File: src/rtl/register_file_pkg.sv
// Shared sizing defaults and address-width helper for the register file.
// No logic; constants and a constant function only.
// Imported by register_file and regfile_read_port.
package register_file_pkg;

    localparam int DEF_WIDTH = 5;
    localparam int DEF_DEPTH = 8;

    // Smallest width able to index every register; DEPTH=2 still needs one bit.
    function automatic int calc_addr_w(input int depth);
        int w;
        w = 1;
        while ((1 << w) < depth) begin
            w = w + 1;
        end
        return w;
    endfunction

endpackage

File: src/rtl/regfile_read_port.sv
// One registered read port: address range check, storage mux, optional write-through (REGFILE_BYPASS_EN).
// Latency: data for the address sampled at edge N is visible after edge N.
// Backpressure: none; a new read is accepted every cycle.
module regfile_read_port
    import register_file_pkg::*;
#(
    parameter int WIDTH  = DEF_WIDTH,
    parameter int DEPTH  = DEF_DEPTH,
    parameter int ADDR_W = calc_addr_w(DEF_DEPTH)
) (
    input  logic                         core_clk,
    input  logic                         clear,
    input  logic [DEPTH-1:0][WIDTH-1:0]  regs,
    input  logic [ADDR_W-1:0]            addr,
`ifdef REGFILE_BYPASS_EN
    input  logic                         wr_vld,
    input  logic [ADDR_W-1:0]            wr_addr,
    input  logic [WIDTH-1:0]             wr_dat,
`endif
    output logic [WIDTH-1:0]             dat
);

    logic addr_ok;

    // A full power-of-two address space can never be out of range.
    generate
        if (DEPTH == (1 << ADDR_W)) begin : g_full
            assign addr_ok = 1'b1;
        end else begin : g_part
            assign addr_ok = (addr < ADDR_W'(DEPTH));
        end
    endgenerate

    always_ff @(posedge core_clk) begin
        if (clear) begin
            dat <= '0;
        end else if (!addr_ok) begin
            dat <= '0;
`ifdef REGFILE_BYPASS_EN
        end else if (wr_vld && (wr_addr == addr)) begin
            dat <= wr_dat;
`endif
        end else begin
            dat <= regs[addr];
        end
    end

endmodule

File: src/rtl/register_file.sv
// DEPTH x WIDTH register file, one write port, two registered read ports; REGFILE_BYPASS_EN selects write-through.
// Latency: writes land on the edge; reads return one edge after the address is sampled.
// Backpressure: none; Clear overrides Load and zeroes storage and both outputs.
module register_file
    import register_file_pkg::*;
#(
    parameter int WIDTH = DEF_WIDTH,
    parameter int DEPTH = DEF_DEPTH,
    localparam int ADDR_W = calc_addr_w(DEPTH)
) (
    input  logic              Clock,
    input  logic              Clear,
    input  logic              Load,
    input  logic [ADDR_W-1:0] wrAddr,
    input  logic [WIDTH-1:0]  inData,
    input  logic [ADDR_W-1:0] rdAddrA,
    input  logic [ADDR_W-1:0] rdAddrB,
    output logic [WIDTH-1:0]  outDataA,
    output logic [WIDTH-1:0]  outDataB
);

    logic [DEPTH-1:0][WIDTH-1:0] regs;
    logic                        wr_ok;
    logic                        wr_vld;

    generate
        if (DEPTH == (1 << ADDR_W)) begin : g_full
            assign wr_ok = 1'b1;
        end else begin : g_part
            assign wr_ok = (wrAddr < ADDR_W'(DEPTH));
        end
    endgenerate

    assign wr_vld = Load && wr_ok;

    always_ff @(posedge Clock) begin
        if (Clear) begin
            regs <= '0;
        end else if (wr_vld) begin
            regs[wrAddr] <= inData;
        end
    end

    regfile_read_port #(.WIDTH(WIDTH), .DEPTH(DEPTH), .ADDR_W(ADDR_W)) u_port_a (
        .core_clk (Clock),
        .clear    (Clear),
        .regs     (regs),
        .addr     (rdAddrA),
`ifdef REGFILE_BYPASS_EN
        .wr_vld   (wr_vld),
        .wr_addr  (wrAddr),
        .wr_dat   (inData),
`endif
        .dat      (outDataA)
    );

    regfile_read_port #(.WIDTH(WIDTH), .DEPTH(DEPTH), .ADDR_W(ADDR_W)) u_port_b (
        .core_clk (Clock),
        .clear    (Clear),
        .regs     (regs),
        .addr     (rdAddrB),
`ifdef REGFILE_BYPASS_EN
        .wr_vld   (wr_vld),
        .wr_addr  (wrAddr),
        .wr_dat   (inData),
`endif
        .dat      (outDataB)
    );

endmodule

File: config.mk
export PLATFORM = sky130hd
export DESIGN_NAME = register_file
export DESIGN_NICKNAME = d
export VERILOG_FILES = /design/src/rtl/register_file_pkg.sv /design/src/rtl/regfile_read_port.sv /design/src/rtl/register_file.sv
export SDC_FILE = /design/constraint.sdc
export NUM_CORES = 1
export LEC_CHECK = 0
export CAP_MARGIN = 30
export CORE_MARGIN = 5
export CORE_UTILIZATION = 40
export DETAILED_ROUTE_END_ITERATION = 10
export GPL_ROUTABILITY_DRIVEN = 0
export HOLD_SLACK_MARGIN = 0.1
export PLACE_DENSITY_LB_ADDON = 0.1
export SKIP_LAST_GASP = 1
export SYNTH_ARGS = -nofsm -noshare
export SYNTH_HDL_FRONTEND = slang
export SYNTH_SLANG_ARGS = --single-unit
export TNS_END_PERCENT = 10
File: constraint.sdc
create_clock -name Clock -period 3.02 [get_ports Clock]
set_clock_uncertainty 0.1 [all_clocks]
set_input_delay 0.302 -clock Clock [delete_from_list [all_inputs] [get_ports Clock]]
set_output_delay 0.302 -clock Clock [all_outputs]
set_load 0.05 [all_outputs]
==> results.md <==
Run status:
- The run finished with clean final reports.

Job:
- The number of max-cap violations is 0.

Floorplan:
- The initial utilization of the core area, before any placement, comes to 41.79%.
- The die covers 0.007489 sq mm.
- The die is 86.54 um wide.
- The number of ports placed on the die boundary is 27.
- The row count is 27.
- The standard cell core area is 0.005608 sq mm.
- In this run the vertical extent of the chip is 86.54 um.

STA:
- The number of hold-slack violations in the final timing report came to 0.
- The peak clock frequency supported by timing is 521.2 MHz.
- Setup repair after global routing left no endpoint under its margin.
- The transition time of the tightest slew-check pin is 0.6287 ns.
- The share of the cycle needed by the critical path after routing is 63.53%.
- The smallest clock period supported by the final layout is computed as 1.919 ns.
- After routing, the total negative slack on setup checks comes to 0 ns.
- Setup violations remaining at the end of the flow were counted as 0.
- The max-slew violation total from the final report came to 0.
- Measured against its own limit, the worst slew margin works out to 57.91%.

Synth:
- By area, the combinational part of the netlist is dominated by multiplexers.
- After Yosys synthesis, and, or, nand and nor cells account for 11.69% of the synthesized area.
- The post-synthesis instance area is 0.002343 sq mm.
- Measured against the total synthesized area, the mux share comes to 40.58%.
- Counting every net in the synthesized netlist gives 219.
- By area the synthesized netlist is led by dfxtp_1 43%, mux2i_1 21%, mux4_2 19%.
- The synthesized design devotes to its leading area cell type 42.71% of total area.
- The cell type with the highest aggregate area in the netlist is dfxtp_1.
- Synthesis instantiated 12 different standard cells from the library.
- In the synthesized netlist, the cells that appear most often are 50 x dfxtp_1, 50 x mux2i_1, 50 x nor2_1.
- The compound-gate portion of the synthesized area is 0%.
- The main flop type after synthesis is dfxtp_1.
- The async set-reset flop share out of synthesis is 0%.
- The cell count after synthesis came out at 202.
- After Yosys synthesis, XOR and XNOR cells account for 0% of the synthesized area.
- The number of synthesized register bits is 50.
- The post-synthesis adder-cell area fraction is 0%.
- The proportion of synthesized chip area in sequential cells is 42.71%.
- The number of enable flip-flop cells after synthesis is 0.
- During synthesis, Yosys emitted a total of 0 warnings.
- Averaged over all synthesized cells, the footprint is 11.60 sq um.

Clocking:
- The clock tree synthesis step divided the H-tree into 2 levels.
- The clock passes through at most 2 buffers.
- The hold-fix buffer count after cts is 0.
- The number of resized instances in the post-cts repair step is 0.
- The TritonCTS clock tree is built.
- The clock latency on the worst-skew pair is 0.29 ns.
- The cell sitting at the root of the clock tree is a clkbuf_8.
- TritonCTS created 5 clock buffers.
- In this run the post-CTS setup repair buffer count came out at 0.
- The clock sink count is 50.
- The clock edge transition at the registers on the reported setup and hold paths is 0.09 ns.

Hold path:
- The worst hold path was traced through 2 stages.
- The min-delay analysis places its worst path in the category reg2reg.

Layout:
- The layout has 534 filler cells.
- The number of antenna diodes in the final layout is 0.
- The synthesis-to-layout area growth is 16.66%.
- Cells fill 48.75% of the core in the end.
- After the flow finishes, the layout carries non-filler instances totaling 289.
- The net count of the finished layout is 234.
- Cells with a size suffix above 1 make up 15.67% of the layout.

Routing:
- The total routed wirelength is 5.212 mm.
- After detailed routing, the number of remaining DRC violations is 0.
- The number of nets still failing antenna checks after routing is 0.
- The detail-routed via count per cell is 5.415.
- The detailed router finished its first iteration with 85 violations.
- The number of iterations in the first detailed-routing pass is 4.
- The routed layout has 1,565 vias.
- The average wire per cell in the routed design is 18.03 um.

Setup path:
- The required time at the endpoint of the critical path is 3.09 ns.
- For flop-to-flop paths, the worst setup slack is 1.77 ns.
- STA classifies the critical path startpoint as an input pin.
- The count of cells along the worst register-to-register path is 3.
- The maximum fanout along the worst path is 9.
- By startpoint and endpoint, the worst setup path is classified as in2reg.
- The data arrival time of the critical path is 1.99 ns.
- STA classifies the critical path endpoint as a flop.

Pwr:
- Of the total power, the share spent switching nets is 22.32%.
- The maximum resistive drop on vdd is 0.1711 mV.
- Of the total power, combinational logic draws 10.8%.
- In this run the static leakage power is 1.108 nW.
- The power per standard cell area is 473.0 mW/mm^2.
- The clock network is responsible for 36.6% of the overall power.
- The part of the power in registers is 52.7%.
- The internal power is 0.001005 W.
- In this run the power spent charging and discharging nets is 0.0002887 W.

Global routing:
- Entering global routing, the biggest net connects 51 pins.
- The leftover overflow at the end of global routing is 0.
- The number of antenna violations at the first check in global routing is 0.
- The number of global-route vias before repair was 1,554.
- The total routing usage reported by global routing is 14.92%.
- The first-pass GRT wire length is 8.211 mm.

Place:
- The detailed-placement wirelength estimate is 3.613 mm.
- The cell count after placement is 282.
- The number of buffer cells added on primary ports is 26.
critical path, cell delays in order:
cell,delay (ns)
clkdlybuf4s50_1,0.87
mux4_2,0.57
mux2i_1,0.18
nor2_1,0.06
layer usage:
layer / global-route usage, % / routed length (um) / vias to the layer above
met5: 0 / 0 / -
met4: 5.807 / 121 / 0
met2: 24.97 / 2607 / 26
met3: 3.137 / 211 / 10
met1: 18.83 / 2271 / 786
li1: - / - / 743
registers in the layout, summed over array words and instances (netlist names):
signal,cells
u_port_a.dat,5
regs,40
u_port_b.dat,5
power by group through the flow:
stage / Clock [W] / Sequential [W] / Combinational (W)
global placement: 0 / 0.000696 / 0.000138
CTS: 0.000495 / 0.000681 / 0.000140
finish: 0.000473 / 0.000681 / 0.000139
global route: 0.000518 / 0.000683 / 0.000150
detailed placement: 0 / 0.000697 / 0.000140
floorplan: 0 / 0.000702 / 0.0000932
cell type report:
| class | instances | area [sq um] | area share, % |
|---|---|---|---|
| repair buffers | 32 | 305.3 | 11.17 |
| flip-flops and latches | 50 | 1001 | 36.61 |
| clock buffers | 6 | 82.58 | 3.021 |
| clock inverters | 1 | 30.03 | 1.098 |
| well taps | 72 | 90.09 | 3.295 |
| multi-input cells | 128 | 1225 | 44.81 |
metrics by stage:
stage | setup slack (ns) | hold slack (ns) | instance area, sq um | power [W]
3_3_place_gp | 0.7521 | 0.3866 | 2621 | 0.0008338
4_1_cts | 1.084 | 0.4279 | 2734 | 0.001316
5_1_grt | 0.9912 | 0.4501 | 2734 | 0.001351
6_report | 1.101 | 0.4244 | 2734 | 0.001293
2_1_floorplan | 1.612 | 0.3720 | 2344 | 0.0007947
3_5_place_dp | 0.7592 | 0.4026 | 2621 | 0.0008366
final timing paths:
| check | end | from |
|---|---|---|
| min | regs[23]$_SDFFE_PP0P_ | regs[23]$_SDFFE_PP0P_ |
| max reg2reg | u_port_a.dat[0]$_SDFF_PP0_ | regs[35]$_SDFFE_PP0P_ |
| min reg2reg | regs[23]$_SDFFE_PP0P_ | regs[23]$_SDFFE_PP0P_ |
| max | u_port_a.dat[0]$_SDFF_PP0_ | rdAddrA[2] |
kinds of logic (layout without fill, tap and decap cells):
logic type	Yosys count	count (layout)
AND/OR/NAND/NOR	58	58
buffers and inverters	24	39
multiplexers	70	70
flip-flops	50	50
layout by cell type (no fill, tap or decap):
| master | n |
|---|---|
| clkdlybuf4s50_1 | 26 |
| nor4bb_1 | 3 |
| nor4b_4 | 1 |
| dfxtp_1 | 50 |
| clkbuf_8 | 6 |
| mux2i_1 | 50 |
| bufinv_16 | 1 |
| buf_4 | 6 |
| nor2_1 | 50 |
| mux4_2 | 20 |
| nand4b_1 | 3 |
| nand4_1 | 1 |
Note: power is estimated with default switching activity, not from simulation.
==> edit 1, RTL diff (same settings) <==
Change the package constant `DEF_DEPTH` from 8 to 16.
--- a/src/rtl/register_file_pkg.sv
+++ b/src/rtl/register_file_pkg.sv
@@ -5,5 +5,5 @@
 
     localparam int DEF_WIDTH = 5;
-    localparam int DEF_DEPTH = 8;
+    localparam int DEF_DEPTH = 16;
 
     // Smallest width able to index every register; DEPTH=2 still needs one bit.
Ports: changed (resized rdAddrA, rdAddrB and wrAddr); port bits go from 27 to 30. No check against the original RTL was run, so the function may have changed too.
==> edit 1 against the original RTL <==
Routed wire length grew to 2.9 times the old value. Final cell count grew 130%. Design area grew 94%. Sequential cell count grew 40. Total power grew 96%. Synthesized area grew 100%. Worst setup slack lost 0.18 ns. Largest cell class unchanged. Highest routed layer unchanged.
==> edit 1: results (changes against the original RTL) <==
run_status: "complete, no violations"  # unchanged
synthesized_area_divided_by_synthesized_cell_count_um2: 9.42  # was 11.6 um^2
netlist-cell-type-count: 35  # was 12
grt_start_max_net_pins: 38  # was 51
count_of_h_tree_levels_built_during_cts: 3  # was 2
timing.rr.start: "regs[34]"  # was regs[35]
grt_pass1_wl_um: 23500  # was 8210 um
reg2reg_slack_ns: 1.55  # was 1.77 ns
reg2reg_to: "u_port_a.dat[4]"  # was u_port_a.dat[0]
nets: 519  # was 234
first_pass_iters: 7  # was 4
post_synth_main_area_contributors: "sky130_fd_sc_hd__dfxtp_1, sky130_fd_sc_hd__mux4_2, sky130_fd_sc_hd__nand3_1, sky130_fd_sc_hd__a21oi_1, sky130_fd_sc_hd__o21ai_0"  # was sky130_fd_sc_hd__dfxtp_1, sky130_fd_sc_hd__mux2i_1, sky130_fd_sc_hd__mux4_2, sky130_fd_sc_hd__nor2_1, sky130_fd_sc_hd__clkbuf_1
tritoncts.num_buffers: 9  # was 5
total_placed_cells_including_tap_cells: 635  # was 282
p_leak_nw: 1.72  # was 1.11 nW
clk_root_buffer_cell: "sky130_fd_sc_hd__clkbuf_16"  # was sky130_fd_sc_hd__clkbuf_8
routed_wire_length_per_instance_um: 23.0  # was 18.0 um
critPathLaunch: "wrAddr[0]"  # was rdAddrA[2]
cts.reportedPaths.clkPinSlew_ns: 0.06  # was 0.09 ns
total_placed_instance_area_um2: 5020  # was 2620 um^2
globalRouteTotalUtil: 0.214  # was 0.149
synth.yosys.seq_area_share: 0.377  # was 0.427
vdd.ir_drop.worst_mv: 0.256  # was 0.171 mV
hold_path_startpoint: "Clear"  # was regs[23]
place.detailed.hpwl_um: 10100  # was 3610 um
max_slew.worst_pin.slew_ns: 0.863  # was 0.629 ns
layout-drive-gt1-share: 0.107  # was 0.157
synth-compound-area-share: 0.200  # was 0
cp.arrival_ns: 2.21  # was 1.99 ns
placement.io_buffers: 29  # was 26
min_path_type: "input port to flip-flop"  # was flip-flop to flip-flop
synth_top_cells_by_count: "sky130_fd_sc_hd__dfxtp_1, sky130_fd_sc_hd__nand3_1, sky130_fd_sc_hd__a21oi_1, sky130_fd_sc_hd__o21ai_0, sky130_fd_sc_hd__clkbuf_1"  # was sky130_fd_sc_hd__dfxtp_1, sky130_fd_sc_hd__mux2i_1, sky130_fd_sc_hd__nor2_1, sky130_fd_sc_hd__mux4_2, sky130_fd_sc_hd__clkbuf_1
post_route_insts_no_fill: 651  # was 289
share_of_cell_area_taken_by_muxes_after_synthesis: 0.207  # was 0.406
drt_iter0_drc: 398  # was 85
skew_pair_late_insertion_delay_ns: 0.35  # was 0.29 ns
vias_in_the_first_global_route: 3978  # was 1554
swShare: 0.260  # was 0.223
synthesis.nets: 527  # was 219
dpl_worst_slack_ns: 0.569  # was 0.759 ns
clock.fmax_mhz: 477  # was 521 MHz
n_fill_cell: 1142  # was 534
[edit 1: changes by cell type after synthesis, moves of 17 or more]
cell / before / now
sky130_fd_sc_hd__clkbuf_1: 13 / 30
sky130_fd_sc_hd__o21ai_0: 0 / 80
sky130_fd_sc_hd__nand3_1: 0 / 84
sky130_fd_sc_hd__dfxtp_1: 50 / 90
sky130_fd_sc_hd__mux2i_1: 50 / 6
sky130_fd_sc_hd__nor2_1: 50 / 3
sky130_fd_sc_hd__a21oi_1: 0 / 80
[edit 1: cell type report]
type	instances	area, um^2	area share
Clock inverter	2	12.5	0.00237
Timing Repair Buffer	39	360	0.0681
Sequential cell	90	1800	0.341
Clock buffer	14	254	0.0480
Multi-Input combinational cell	359	2680	0.506
Tap cell	147	184	0.0348
[edit 1: critical path, stage by stage]
cell                              delay [ns]
sky130_fd_sc_hd__clkdlybuf4s50_1        0.92
sky130_fd_sc_hd__nand3_1                0.55
sky130_fd_sc_hd__o21ai_0                0.34
sky130_fd_sc_hd__a21oi_1                0.10
[edit 1: cell families after synthesis]
family                 after synthesis
buffers and inverters               58
multiplexers                        46
flip-flops                          90
AO/OA/AOI/OAI                      182
AND/OR/NAND/NOR                    131
[edit 1: layer usage]
layer | track usage | up-vias | share of wire
met5 | 0 | - | 0
met4 | 0.0594 | 0 | 0.017
met3 | 0.0627 | 19 | 0.080
met2 | 0.308 | 180 | 0.43
met1 | 0.312 | 2029 | 0.47
li1 | - | 1907 | -
[edit 1: how the worst min path moves through the flow]
stage / end / slack, ns / cells after the start
after floorplan: regs[59] / 0.36 / 2
after global placement: regs[29] / 0.37 / 2
after detailed placement: regs[47] / 0.38 / 2
after CTS: regs[53] / 0.35 / 2
after global routing: regs[42] / 0.36 / 2
final: regs[79] / 0.35 / 2
[edit 1: power by group through the flow]
stage	Clock, mW	Combinational, mW	Sequential (mW)
2_1_floorplan	0	0.185	1.24
3_3_place_gp	0	0.269	1.24
3_5_place_dp	0	0.272	1.24
4_1_cts	1.06	0.272	1.21
5_1_grt	1.11	0.294	1.22
6_report	1.05	0.274	1.21
==> edit 2, RTL diff (same settings) <==
Without the edit above. Add an input register stage for `rdAddrB`; this delays it by one clock. The other inputs are not delayed to match.
--- a/src/rtl/register_file.sv
+++ b/src/rtl/register_file.sv
@@ -19,4 +19,10 @@
     output logic [WIDTH-1:0]  outDataB
 );
+
+    logic [ADDR_W-1:0] rdAddrB_q;
+
+    always_ff @(posedge Clock) begin
+        rdAddrB_q <= rdAddrB;
+    end
 
     logic [DEPTH-1:0][WIDTH-1:0] regs;
@@ -59,5 +65,5 @@
         .clear    (Clear),
         .regs     (regs),
-        .addr     (rdAddrB),
+        .addr     (rdAddrB_q),
 `ifdef REGFILE_BYPASS_EN
         .wr_vld   (wr_vld),
Function: changed (Yosys sat finds a counterexample within 4 cycles, from zero or initial values).
==> edit 2 against the original RTL <==
Synthesized cell count increased by 1.5%. Synthesized area increased by 2.7%. Final cell count increased by 1.7%. Design area increased by 1.1%. Core utilization decreased by 1.8 points. Worst setup slack improved by 0.070 ns. Via count unchanged. Sequential cell count increased by 3. Routed wire length increased by 4.5%. Total power decreased by 2.1%. Largest power group unchanged. Highest routed layer unchanged.
==> edit 2: results (changes against the original RTL) <==
nets: 236  # was 234
post_synth_main_area_contributors: "sky130_fd_sc_hd__dfxtp_1, sky130_fd_sc_hd__mux2i_1, sky130_fd_sc_hd__mux4_2, sky130_fd_sc_hd__nor2_1, sky130_fd_sc_hd__clkbuf_1"  # unchanged
power_report.internal_total_mw: 0.963  # was 1.00 mW
globalRouteTotalUtil: 0.155  # was 0.149
totalWireLength_um: 5440  # was 5210 um
fin_hold_ws_ns: 0.341  # was 0.424 ns
met3_usage: 0.0386  # was 0.0314
total_placed_cells_including_tap_cells: 287  # was 282
cp.arrival_ns: 1.92  # was 1.99 ns
min_path_type: "input port to flip-flop"  # was flip-flop to flip-flop
routed_wire_length_per_instance_um: 18.5  # was 18.0 um
synthesis.nets: 222  # was 219
dpl_worst_slack_ns: 0.812  # was 0.759 ns
timing.rr.start: "rdAddrB_q[2]"  # was regs[35]
hold_path_startpoint: "rdAddrB[2]"  # was regs[23]
syn2layout_area_growth_pct: 14.9  # was 16.7%
max-slew-margin-rel: 0.546  # was 0.579
run_status: "complete, no violations"  # unchanged
p_leak_nw: 1.12  # was 1.11 nW
min_delay_path_depth: 1  # was 2
synthesized_area_divided_by_synthesized_cell_count_um2: 11.7  # was 11.6 um^2
met2_length_um: 2770  # was 2610 um
drt_iter0_drc: 84  # was 85
route.layer.met1.wl_um: 2450  # was 2270 um
grt_pass1_wl_um: 8890  # was 8210 um
vdd.ir_drop.worst_mv: 0.202  # was 0.171 mV
vias_in_the_first_global_route: 1674  # was 1554
n_fill_cell: 565  # was 534
hold_ep: "rdAddrB_q[2]"  # was regs[23]
synth.yosys.seq_area_share: 0.441  # was 0.427
reg2reg_to: "u_port_b.dat[3]"  # was u_port_a.dat[0]
place.detailed.hpwl_um: 3650  # was 3610 um
[edit 2: cell type report]
| type | count | area, um^2 | area share |
|---|---|---|---|
| Multi-Input combinational cell | 128 | 1220 | 0.443 |
| Sequential cell | 53 | 1060 | 0.384 |
| Timing Repair Buffer | 31 | 298 | 0.108 |
| Tap cell | 75 | 93.8 | 0.0340 |
| Clock buffer | 7 | 86.3 | 0.0312 |
[edit 2: worst max-delay path by stage]
| stage | depth (start not counted) | from | slack (ns) | end |
|---|---|---|---|---|
| 2_1_floorplan | 4 | rdAddrA[1] | 1.61 | u_port_a.dat[4] |
| 3_3_place_gp | 4 | rdAddrA[2] | 0.82 | u_port_a.dat[1] |
| 3_5_place_dp | 4 | rdAddrA[2] | 0.81 | u_port_a.dat[0] |
| 4_1_cts | 4 | rdAddrA[2] | 1.14 | u_port_a.dat[1] |
| 5_1_grt | 4 | rdAddrA[2] | 1.06 | u_port_a.dat[0] |
| 6_report | 4 | rdAddrA[2] | 1.17 | u_port_a.dat[2] |
[edit 2: worst max-delay path, cell delays in order]
cell and delay (ns):
sky130_fd_sc_hd__clkdlybuf4s50_1 0.85, sky130_fd_sc_hd__mux4_2 0.57, sky130_fd_sc_hd__mux2i_1 0.14, sky130_fd_sc_hd__nor2_1 0.05
[edit 2: power groups by stage]
stage	clock, mW	combinational, mW	sequential [mW]
global route	0.451	0.140	0.736
finish	0.403	0.130	0.733
detailed placement	0	0.131	0.749
global placement	0	0.128	0.749
floorplan	0	0.0935	0.745
CTS	0.418	0.131	0.733
[edit 2: cells by family (layout without fill, tap and decap cells)]
family | after synthesis | in the layout
buffers and inverters | 24 | 38
flip-flops | 53 | 53
multiplexers | 70 | 70
AND/OR/NAND/NOR | 58 | 58
